**src/rtl/regfile_mp.sv**
```systemverilog
// Parametrised multi-port register file with write-to-read bypass,
// optional hardwired-zero entry and a sequential clear after reset or on request.
module regfile_mp #(
  parameter int unsigned XLEN     = 32,
  parameter int unsigned NREG     = 32,
  parameter int unsigned NRD      = 2,
  parameter int unsigned NWR      = 1,
  parameter int unsigned ZERO_REG = 1,
  parameter int unsigned BYPASS   = 1,
  localparam int unsigned AW      = $clog2(NREG)
) (
  input  logic                clk,
  input  logic                rst,
  input  logic [NRD*AW-1:0]   ra,
  output logic [NRD*XLEN-1:0] rd,
  input  logic [NWR-1:0]      write,
  input  logic [NWR*AW-1:0]   wa,
  input  logic [NWR*XLEN-1:0] wd,
  input  logic                clr_req,
  output logic                busy
);

  typedef enum logic {
    CLEAR = 1'b0,
    IDLE  = 1'b1
  } state_e;

  localparam logic [AW-1:0] LAST_IDX = AW'(NREG - 1);

  state_e            state_q, state_d;
  logic [AW-1:0]     cnt_q, cnt_d;
  logic [XLEN-1:0]   mem_q [NREG];
  logic [NWR-1:0]    wen_c;
  logic [XLEN-1:0]   rdata_c;

  // Clear in progress: writes blocked and reads forced to zero
  assign busy = (state_q == CLEAR);

  // Effective per-port write enable: only in IDLE, writes to a hardwired zero entry dropped
  always_comb begin
    wen_c = '0;
    for (int j = 0; j < int'(NWR); j++) begin
      wen_c[j] = write[j] && (state_q == IDLE) &&
                 !((ZERO_REG != 0) && (wa[j*AW +: AW] == '0));
    end
  end

  // Sequencer state and clear counter
  always_ff @(posedge clk) begin
    if (rst) begin
      state_q <= CLEAR;
      cnt_q   <= '0;
    end else begin
      state_q <= state_d;
      cnt_q   <= cnt_d;
    end
  end

  // Next-state: walk every entry while clearing, re-enter clear on request
  always_comb begin
    state_d = state_q;
    cnt_d   = cnt_q;
    case (state_q)
      CLEAR: begin
        cnt_d = cnt_q + AW'(1);
        if (cnt_q == LAST_IDX) begin
          state_d = IDLE;
        end
      end
      IDLE: begin
        if (clr_req) begin
          state_d = CLEAR;
          cnt_d   = '0;
        end
      end
      default: begin
        state_d = CLEAR;
        cnt_d   = '0;
      end
    endcase
  end

  // Storage update: zero one entry per clear cycle, otherwise commit writes (highest port last wins)
  always_ff @(posedge clk) begin
    if (!rst) begin
      if (state_q == CLEAR) begin
        mem_q[cnt_q] <= '0;
      end else begin
        for (int j = 0; j < int'(NWR); j++) begin
          if (wen_c[j]) begin
            mem_q[wa[j*AW +: AW]] <= wd[j*XLEN +: XLEN];
          end
        end
      end
    end
  end

  // Combinational read: busy, then zero entry, then bypass (highest port wins), then storage
  always_comb begin
    rd      = '0;
    rdata_c = '0;
    for (int k = 0; k < int'(NRD); k++) begin
      rdata_c = mem_q[ra[k*AW +: AW]];
      if (BYPASS != 0) begin
        for (int j = 0; j < int'(NWR); j++) begin
          if (wen_c[j] && (wa[j*AW +: AW] == ra[k*AW +: AW])) begin
            rdata_c = wd[j*XLEN +: XLEN];
          end
        end
      end
      if (busy || ((ZERO_REG != 0) && (ra[k*AW +: AW] == '0))) begin
        rdata_c = '0;
      end
      rd[k*XLEN +: XLEN] = rdata_c;
    end
  end

endmodule

```
**config.mk**
```make
export PLATFORM = sky130hd
export DESIGN_NAME = regfile_mp
export DESIGN_NICKNAME = d
export VERILOG_FILES = /design/src/rtl/regfile_mp.sv
export SDC_FILE = /design/constraint.sdc
export NUM_CORES = 1
export LEC_CHECK = 0
export ABC_AREA = 1
export ABC_CLOCK_PERIOD_IN_PS = 6340
export BUFFER_PORTS_ARGS = -buffer_cell sky130_fd_sc_hd__buf_2
export CAP_MARGIN = 30
export CELL_PAD_IN_SITES_DETAIL_PLACEMENT = 1
export CELL_PAD_IN_SITES_GLOBAL_PLACEMENT = 2
export CORE_MARGIN = 3
export CORE_UTILIZATION = 42
export DETAILED_ROUTE_END_ITERATION = 10
export PLACE_DENSITY = 0.95
export RECOVER_POWER = 50
export SLEW_MARGIN = 10
export SYNTH_ARGS = -nofsm -noshare
export SYNTH_HDL_FRONTEND = slang
export SYNTH_SLANG_ARGS = --single-unit
```
**constraint.sdc**
```tcl
create_clock -name clk -period 6.34 [get_ports clk]
set_input_delay 0 -clock clk [delete_from_list [all_inputs] [get_ports clk]]
set_output_delay 0 -clock clk [all_outputs]
set_load 0.02 [all_outputs]
```
==> qor.csv <==
metric,value,unit
Die W,370,um
clock slew seen by the registers of the worst setup and hold paths,0.06,ns
PwrDens,255,nW/um^2
maximum clock path buffer count,3,
TritonCTS clock tree,done,
H-tree depth,3,
die area,137000,um^2
Commonest cells post-synth,"nand2_1 (2695), nand3_1 (1198), edfxtp_1 (1024), nor2_1 (842), inv_1 (694)",
cts bufs inserted,116,
Detailed Route Iter0 Violations,5196,
vias in the first global route,52300,
Worst-Skew Late Latency,0.74,ns
Max Slew Vio Count,297,
Ys Warns,0,
failing checks,"capacitance limit, slew limit",
multiplexer share of the synthesized area,0,%
Setup crit end kind,flop,
Final Wtd Congestion,0.834,
"Data arrival, critical path",5.54,ns
setup_tns,0,ns
Post-DRT Antenna Nets,0,
Final Cycle Share,82.5,%
filler instances,15700,
worst reg2reg endpoint,mem_q[6][22]$_DFFE_PP_,
Clk pwr share,43.1,%
Avg WL per Cell,26.3,um
switching power,4.10,mW
fmax,0.191,GHz
largest net degree at the start of global routing,129,
DRT Pass-1 Iters,5,
post-DP HPWL,131000,um
first-pass GRT wire length,339000,um
Post-Synth Simple-Gate Area,35.0,%
Final Hold Vio Count,0,
Post-Synth Adder-Cell Area,0.0449,%
worst r2r src,state_q$_SDFF_PP0_,
hold crit path type,input pin to flop,
GRT Util Overall,33.3,%
Max-slew headroom,-79.1,%
remaining routing DRC violations,0,
XOR/XNOR Fraction of Synth Area,0.126,%
Hold Path End,mem_q[16][16]$_DFFE_PP_,
prevailing post-synth register cell,edfxtp_1,
setup ws final,1.11,ns
synthesized cell area,55700,um^2
"FF+latch count, synth",1030,
Lkg Pwr,27.4,nW
Final Skew,0.0272,ns
Clock Sinks,1030,
most numerous cell in the Yosys netlist,nand2_1,
core box area,131000,um^2
min cycle time layout,5.23,ns
WHS,0.0667,ns
Synth Area in Compound Gates,0.993,%
"Avg Cell Area, Syn",7.91,um^2
worst reg2reg setup slack,1.11,ns
initial cell density of the core,42.6,%
Buffers on Ports,115,
"Async S/R FF share, synth",0,%
share of the synthesized area in the top cell type,55.2,%
RSZ-0062 raised after global routing,false,
root buffer cell,clkbuf_16,
"Req. time, crit path",6.64,ns
syn_nets,7091,
Die Span Y,370,um
Routed Wire Length,232000,um
dominant cell type by area after synthesis,edfxtp_1,
crit-path max FO,20,
number of synthesized flops with an enable pin,1024,
combinational power share,9.7,%
Seq pwr share,47.2,%
Layout area overhead,11.1,%
Worst Hold Depth,5,
Startpoint Class,flop,
status,finished with violations,
Place WS,2.59,ns
min-delay src,wa[4],
I/O pin count,116,
Vias/cell,5.77,
Netlist cell types,29,
dpl cells,8597,
Nets,7065,
internal power,11.7,mW
post-synthesis cell count,7038,
Max Cap Viol,11,
largest family of logic cells by synthesized area,simple AND/OR/NAND/NOR gates,
WS Path Type,flop to flop,
Worst Tran Pin Value,2.69,ns
Register-to-Register Path Depth,10,
via count,51000,
highest ir drop seen on vdd,0.000233,V
Setup-failing EPs final,0,
switching share of total power,26.0,%
Area contributors post-synth,"edfxtp_1 (55%), nand2_1 (18%), nand3_1 (11%)",
grt total ovfl,0,
Final Non-Filler Cells,8847,
share of layout cells above drive strength 1,6.40,%
"Seq/Total Area, Yosys",55.4,%
initial antenna violation count,5,
Rows,132,
[kinds of logic after synthesis]
kind of cell,Yosys count
AND/OR/NAND/NOR,4757
buffers and inverters,1137
flip-flops,1030
AO/OA/AOI/OAI,104
XOR/XNOR,8
adder cells (fa/ha/maj),2
[state kept, by name, indices dropped and copies added (netlist names)]
name     flops
cnt_q        5
state_q      1
mem_q     1024
[cells in the final DEF (no fill, tap or decap), types with 9 or more instances in the layout]
cell           count
clkinv_1          33
edfxtp_1        1024
nand3_1         1201
buf_12            10
nand3_2            9
nand2_1         2695
bufinv_16         12
o21ai_0           26
buf_4            119
buf_2            105
nor2_1           815
clkbuf_16        118
nor2_4            26
a21oi_1           68
inv_1            688
clkinv_2          14
clkbuf_1          41
dlygate4sd3_1     33
[critical path: stages (launching register included)]
cell	delay [ns]
dfxtp_1	0.37
nand2_1	0.08
inv_1	0.04
nand2_1	0.19
inv_1	0.55
nand2_1	0.66
nand2_1	0.12
nand2_1	0.11
nand3_1	0.55
nor2_1	0.61
clkbuf_1	1.44
[layout make-up]
class	instances	area [um^2]	share of cell area, %
Antenna cell	1	2.50	0.00404
Clock buffer	141	3040	4.91
Clock inverter	69	659	1.07
Inverter	699	2650	4.29
Multi-Input combinational cell	4871	20300	32.8
Sequential cell	1030	30900	49.9
Tap cell	1742	2180	3.52
Timing Repair Buffer	294	2150	3.48
[timing repair]
action                                 CTS  global route
endpoints found under the hold margin  852             0
hold buffers                            33             0
gates resized for setup                  0             0
buffers inserted                         0             0
[per-stage QoR]
step	utilization (%)	total power, mW	instance area (um^2)
after floorplan	-	8.49	55700
after global placement	44.3	9.03	57900
after detailed placement	44.3	9.06	57900
after CTS	47.4	15.8	62000
after global routing	47.4	16.2	61900
final	47.4	15.8	61900
[power by group through the flow]
stage               clock, mW  combinational, mW  sequential, mW
floorplan                   0              0.902            7.59
global placement            0               1.44            7.59
detailed placement          0               1.47            7.59
CTS                      6.83               1.49            7.45
global route             7.10               1.62            7.45
finish                   6.79               1.52            7.45
[routing by layer]
| layer | wire length, um | part of all wire [%] | track usage [%] | vias to the layer above |
|---|---|---|---|---|
| met2 | 110000 | 47 | 55.4 | 2559 |
| met4 | 13400 | 5.8 | 17.2 | 2 |
| met3 | 19800 | 8.5 | 5.36 | 646 |
| li1 | - | - | - | 22500 |
| met1 | 89200 | 38 | 41.9 | 25400 |
| met5 | 9 | 0.0039 | 0 | - |
[how the worst max path moves through the flow]
stage / slack (ns) / end / startpoint / cells past startpoint
CTS: 2.01 / rd[16] / state_q$_SDFF_PP0_ / 9
finish: 1.11 / mem_q[6][22]$_DFFE_PP_ / state_q$_SDFF_PP0_ / 10
detailed placement: 2.59 / mem_q[6][31]$_DFFE_PP_ / state_q$_SDFF_PP0_ / 10
global route: 0.99 / mem_q[6][22]$_DFFE_PP_ / state_q$_SDFF_PP0_ / 10
floorplan: 3.28 / mem_q[10][0]$_DFFE_PP_ / state_q$_SDFF_PP0_ / 10
global placement: 2.64 / mem_q[23][14]$_DFFE_PP_ / state_q$_SDFF_PP0_ / 10
(Power assumes the default switching activity.)
